### config.mk
export PLATFORM = sky130hd
export DESIGN_NAME = collision_monitor
export DESIGN_NICKNAME = d
export VERILOG_FILES = /design/src/rtl/collision_monitor.sv
export SDC_FILE = /design/constraint.sdc
export NUM_CORES = 1
export LEC_CHECK = 0
export ABC_AREA = 1
export ABC_CLOCK_PERIOD_IN_PS = 2580
export CAP_MARGIN = 20
export CORE_ASPECT_RATIO = 0.75
export CORE_UTILIZATION = 57
export CTS_CLUSTER_SIZE = 12
export DETAILED_ROUTE_END_ITERATION = 12
export PLACE_DENSITY = 0.83
export SYNTH_ARGS = -nofsm -noshare
export SYNTH_HDL_FRONTEND = slang
export SYNTH_SLANG_ARGS = --single-unit
### constraint.sdc
create_clock -name CLK -period 2.58 [get_ports CLK]
set_clock_uncertainty 0.2 [all_clocks]
set_input_delay 0.516 -clock CLK [delete_from_list [all_inputs] [get_ports CLK]]
set_output_delay 0.516 -clock CLK [all_outputs]
set_load 0.01 [all_outputs]
### src/rtl/collision_monitor.sv
// collision_monitor
// Per-channel open-drain bus contention monitor. Each channel synchronises
// its sampled bus level and blanks mismatches for a guard window after every
// transmit edge. A mismatch is only declared a collision after it persists for
// a number of consecutive cycles. A declared collision raises a sticky flag, a
// one-cycle strobe and a saturating counter. At most one collision is declared
// per transmit (n_SEND low) period.
module collision_monitor #(
    parameter int N_CHANNELS      = 1,
    parameter int SYNC_STAGES     = 2,
    parameter int GUARD_CYCLES    = 4,
    parameter int FILTER_CYCLES   = 3,
    parameter int COUNT_WIDTH     = 8,
    parameter int CHECK_DRIVE_LOW = 0
) (
    input  logic                              CLK,
    input  logic                              n_RESET,
    input  logic [N_CHANNELS-1:0]             WRITE_DATA,
    input  logic [N_CHANNELS-1:0]             n_SEND,
    input  logic [N_CHANNELS-1:0]             DATALINE,
    input  logic [N_CHANNELS-1:0]             CLEAR,
    output logic [N_CHANNELS-1:0]             COLLISION_DETECTED,
    output logic [N_CHANNELS-1:0]             COLLISION_PULSE,
    output logic [N_CHANNELS*COUNT_WIDTH-1:0] COLLISION_COUNT,
    output logic                              ANY_COLLISION
);

    // Counter widths sized to hold the full load / terminal values.
    localparam int GW = $clog2(GUARD_CYCLES + 1);
    localparam int FW = $clog2(FILTER_CYCLES + 1);

    localparam logic [GW-1:0]          GUARD_LOAD   = GW'(GUARD_CYCLES);
    localparam logic [FW-1:0]          FILTER_LAST  = FW'(FILTER_CYCLES - 1);
    localparam logic [COUNT_WIDTH-1:0] COUNT_MAX    = {COUNT_WIDTH{1'b1}};
    localparam logic                   DRIVE_LOW_EN = (CHECK_DRIVE_LOW != 0);

    typedef enum logic [1:0] {
        ST_IDLE    = 2'd0,
        ST_GUARD   = 2'd1,
        ST_MONITOR = 2'd2,
        ST_LATCHED = 2'd3
    } state_t;

    for (genvar i = 0; i < N_CHANNELS; i++) begin : g_ch

        logic [SYNC_STAGES-1:0] sync_q;
        logic                   line_s;
        logic                   mismatch_s;
        logic                   wd_change_s;
        logic                   declare_s;
        logic                   wd_q;

        state_t                 state_q;
        state_t                 state_d;
        logic [GW-1:0]          guard_q;
        logic [GW-1:0]          guard_d;
        logic [FW-1:0]          filter_q;
        logic [FW-1:0]          filter_d;

        logic                   flag_q;
        logic                   flag_d;
        logic                   pulse_q;
        logic                   pulse_d;
        logic [COUNT_WIDTH-1:0] count_q;
        logic [COUNT_WIDTH-1:0] count_d;

        // Bring the asynchronous bus level into the clock domain; idles high.
        always_ff @(posedge CLK or negedge n_RESET) begin
            if (!n_RESET) begin
                sync_q <= {SYNC_STAGES{1'b1}};
            end else begin
                sync_q <= {sync_q[SYNC_STAGES-2:0], DATALINE[i]};
            end
        end

        assign line_s = sync_q[SYNC_STAGES-1];

        // Remember the previously presented bit so a transmit edge can re-arm the guard.
        always_ff @(posedge CLK or negedge n_RESET) begin
            if (!n_RESET) begin
                wd_q <= 1'b1;
            end else begin
                wd_q <= WRITE_DATA[i];
            end
        end

        // Classify the current cycle: bus level disagrees with what this channel presents.
        always_comb begin
            mismatch_s  = 1'b0;
            wd_change_s = (WRITE_DATA[i] != wd_q);
            if (!n_SEND[i]) begin
                if (WRITE_DATA[i] && !line_s) begin
                    mismatch_s = 1'b1;
                end else if (DRIVE_LOW_EN && !WRITE_DATA[i] && line_s) begin
                    mismatch_s = 1'b1;
                end else begin
                    mismatch_s = 1'b0;
                end
            end else begin
                mismatch_s = 1'b0;
            end
        end

        // Detection FSM state, guard timer and glitch filter registers.
        always_ff @(posedge CLK or negedge n_RESET) begin
            if (!n_RESET) begin
                state_q  <= ST_IDLE;
                guard_q  <= '0;
                filter_q <= '0;
            end else begin
                state_q  <= state_d;
                guard_q  <= guard_d;
                filter_q <= filter_d;
            end
        end

        // Next-state logic: guard blanking, filtered monitoring, one declaration per transmit.
        always_comb begin
            state_d   = state_q;
            guard_d   = guard_q;
            filter_d  = filter_q;
            declare_s = 1'b0;
            if (n_SEND[i]) begin
                // Transmit ended (or never started): drop back to idle from anywhere.
                state_d  = ST_IDLE;
                guard_d  = '0;
                filter_d = '0;
            end else begin
                case (state_q)
                    ST_IDLE: begin
                        // A held-low n_SEND counts as a fresh transmit, including after reset.
                        state_d  = ST_GUARD;
                        guard_d  = GUARD_LOAD;
                        filter_d = '0;
                    end
                    ST_GUARD: begin
                        if (wd_change_s) begin
                            guard_d  = GUARD_LOAD;
                            filter_d = '0;
                        end else if (guard_q <= GW'(1)) begin
                            state_d  = ST_MONITOR;
                            guard_d  = '0;
                        end else begin
                            guard_d  = guard_q - GW'(1);
                        end
                    end
                    ST_MONITOR: begin
                        if (wd_change_s) begin
                            // New bit on the wire: the line needs time to follow it.
                            state_d  = ST_GUARD;
                            guard_d  = GUARD_LOAD;
                            filter_d = '0;
                        end else if (mismatch_s) begin
                            if (filter_q == FILTER_LAST) begin
                                state_d   = ST_LATCHED;
                                filter_d  = '0;
                                declare_s = 1'b1;
                            end else begin
                                filter_d  = filter_q + FW'(1);
                            end
                        end else begin
                            filter_d = '0;
                        end
                    end
                    ST_LATCHED: begin
                        // Already reported for this transmit; wait for n_SEND to rise.
                        state_d = ST_LATCHED;
                    end
                    default: begin
                        state_d  = ST_IDLE;
                        guard_d  = '0;
                        filter_d = '0;
                    end
                endcase
            end
        end

        // Report next-state: a declaration takes priority over a coincident clear.
        always_comb begin
            flag_d  = flag_q;
            count_d = count_q;
            pulse_d = declare_s;
            if (declare_s) begin
                flag_d = 1'b1;
                if (CLEAR[i]) begin
                    count_d = COUNT_WIDTH'(1);
                end else if (count_q == COUNT_MAX) begin
                    count_d = count_q;
                end else begin
                    count_d = count_q + COUNT_WIDTH'(1);
                end
            end else if (CLEAR[i]) begin
                flag_d  = 1'b0;
                count_d = '0;
            end else begin
                flag_d  = flag_q;
                count_d = count_q;
            end
        end

        // Registered sticky flag, strobe and saturating collision counter.
        always_ff @(posedge CLK or negedge n_RESET) begin
            if (!n_RESET) begin
                flag_q  <= 1'b0;
                pulse_q <= 1'b0;
                count_q <= '0;
            end else begin
                flag_q  <= flag_d;
                pulse_q <= pulse_d;
                count_q <= count_d;
            end
        end

        assign COLLISION_DETECTED[i]                          = flag_q;
        assign COLLISION_PULSE[i]                             = pulse_q;
        assign COLLISION_COUNT[i*COUNT_WIDTH +: COUNT_WIDTH]  = count_q;
    end

    assign ANY_COLLISION = |COLLISION_DETECTED;

endmodule
==> reports/qor.txt <==
top cells by area, synth: dfrtp_1 36%, nand2_1 13%, nand3_1 7.2%
CTS sink cnt: 20
vias in the first global route: 910
final wirelength: 2.28 mm
clock share of power: 0.240
Simple-Gate Fraction of Synth Area: 0.385
core area: 0.00184 mm²
first-pass GRT wire length: 4.00 mm
initial DRC count: 22
FP Rows: 13
top cell type's share of synthesized area: 0.360
Seq/Total Area, Yosys: 0.427
RSZ-0062 raised after global routing: no
Mean Syn Cell Area: 7.67 µm²
Initial Utilization: 0.643
# Max-Cap Violations: 0
Hold Buf Count CTS: 0
Largest stage delay, worst path: 0.58 ns
CP Data Required Time: 1.86 ns
crit path max-delay cell type: clkdlybuf4s50_1
synth warn: 0
die width: 54.6 µm
Final period util: 0.797
IO Count: 17
layout cells sized above 1: 0.139
crit path kind: flip-flop to output port
FF+latch count, synth: 20
combinational family with the most area after synthesis: simple AND/OR/NAND/NOR gates
switch share: 0.310
Peak supply drop: 0.000405 V
CP endpoint kind: output port
Clock Path Buffers: 2
Synth cell types: 25
fin util: 0.756
height of the chip: 41.4 µm
final worst slack: 0.524 ns
antenna viol nets, final: 0
status: complete, no violations
setup total negative slack: 0 ns
crit-path max FO: 7
Top delay family on crit path: buffers and inverters
die area: 0.00226 mm²
leakage: 0.644 nW
post-synthesis cell area: 0.00118 mm²
final estimated routing congestion in global placement: 0.910
Clk pin slew, worst setup/hold paths: 0.10 ns
Slew Viols, Final: 0
net switching power: 0.199 mW
minimum clock period: 2.06 ns
Ant. Diodes: 0
grt total ovfl: 0
synth-to-layout area growth: 17.7%
PD cells: 461 mW/mm²
final hold vios: 0
port bufs: 16
total CTS buffers: 3
Post-Synth Adder-Cell Area: 0.0318
Layout Nets: 183
Worst R2R Setup Slack: 0.84 ns
internal power: 0.442 mW
Mapped Cells: 154
Total GRT Usage: 0.245
largest net degree at the start of global routing: 18
crit-path cells: clkdlybuf4s50_1
logic gate share of total power: 0.204
initial antenna violation count: 0
final setup fails: 0
syn_nets: 163
type of the worst min-delay path: flip-flop to flip-flop
hold_ws: 0.163 ns
Compound-Gate Fraction of Synth Area: 0.0667
post-CTS resize count: 0
TritonCTS clock tree: built
Residual DRC: 0
via count: 1032
vias per inst: 5.29
Worst-Margin Slew: 0.515 ns
Startpoint Class: flip-flop
Critical Path AT: 1.34 ns
post-synthesis xor/xnor area fraction: 0
per-cell routed wire length: 11.7 µm
setup bufs post-CTS: 0
buffers and inverters on the worst path: 1
DP HPWL: 1.77 mm
sequential share of power: 0.556
Fmax achieved: 486 MHz
post-place setup slack: 0.478 ns
Pre-Repair DR Iteration Count: 4
post-synthesis mux area share: 0
Worst-Skew Late Latency: 0.30 ns
Max-slew headroom: 0.656
CTS H-tree depth: 1
Root Buffer: clkbuf_4
post-synth top area cell: dfrtp_1
[stage by stage]
stage                     cells  instance area, µm²  total power, mW
after floorplan             154                1180            0.453
after global placement      191                1360            0.486
after detailed placement    191                1360            0.491
after CTS                   195                1390            0.645
after global routing        195                1390            0.685
final                       195                1390            0.640
[worst paths after layout]
path / startpoint / endpoint / cells past startpoint
setup / recovery: COLLISION_COUNT[0] / COLLISION_COUNT[0] / 1
hold / removal: g_ch[0].sync_q[0] / g_ch[0].sync_q[1] / 0
setup reg to reg: COLLISION_COUNT[0] / COLLISION_COUNT[5] / 8
hold reg to reg: g_ch[0].sync_q[0] / g_ch[0].sync_q[1] / 0
max in group asynchronous: n_RESET / COLLISION_COUNT[7] / 2
min in group asynchronous: n_RESET / g_ch[0].guard_q[0] / 1
[logic make-up after synthesis]
kind of cell,after synthesis
flip-flops,20
adder cells (fa/ha/maj),3
AO/OA/AOI/OAI,14
AND/OR/NAND/NOR,90
buffers and inverters,27
[per-layer routing]
layer	vias up	global-route usage	wire, µm	share of wire
met5	-	0	0	0
met4	0	0.0615	13	0.0057
met3	2	0.0842	116	0.051
met2	30	0.339	994	0.44
met1	469	0.364	1150	0.51
li1	531	-	-	-
[sequential cells by signal (all words and copies together), names as in the netlist]
register and flops:
COLLISION_PULSE 1, COLLISION_COUNT 8, g_ch.wd_q 1, ANY_COLLISION 1
g_ch.state_q 2, g_ch.filter_q 2, g_ch.sync_q 2, g_ch.guard_q 3
[Yosys cell counts]
cell type and instances:
a21oi_1 1, buf_2 1, buf_4 1, clkinv_1 1, dfrtp_1 17, dfstp_2 3, ha_1 3, inv_1 20
inv_2 4, nand2_1 42, nand2_2 4, nand3_1 17, nand3_2 1, nand3_4 2, nand4_1 6, nor2_1 11
nor2_2 1, nor2_4 4, nor3_1 1, o211ai_1 1, o21ai_0 7, o21ai_1 2, o21bai_1 2, o22ai_1 1
or2_2 1
[cell type report]
type | count | area [µm²]
inverter | 25 | 93.8
fill | 136 | 448
clock buffer | 4 | 26.3
sequential | 20 | 504
timing repair buffer | 17 | 168
tap | 22 | 27.5
multi-input combinational | 107 | 571
[cell usage in the layout (no fill, tap or decap), types with 4 or more instances in the layout]
cell type / instances
nand2_1: 42
nand4_1: 6
nand2_2: 4
o21ai_0: 7
nor2_1: 11
inv_2: 4
inv_1: 20
nand3_1: 17
clkdlybuf4s50_1: 16
nor2_4: 4
dfrtp_1: 17
[power by group through the flow]
stage / logic, mW / clock network [mW] / registers [mW]
final: 0.131 / 0.154 / 0.356
after global routing: 0.155 / 0.172 / 0.358
after CTS: 0.131 / 0.158 / 0.356
after detailed placement: 0.131 / 0 / 0.360
after global placement: 0.127 / 0 / 0.360
after floorplan: 0.0961 / 0 / 0.357
Power figures use the tool's default switching activity.
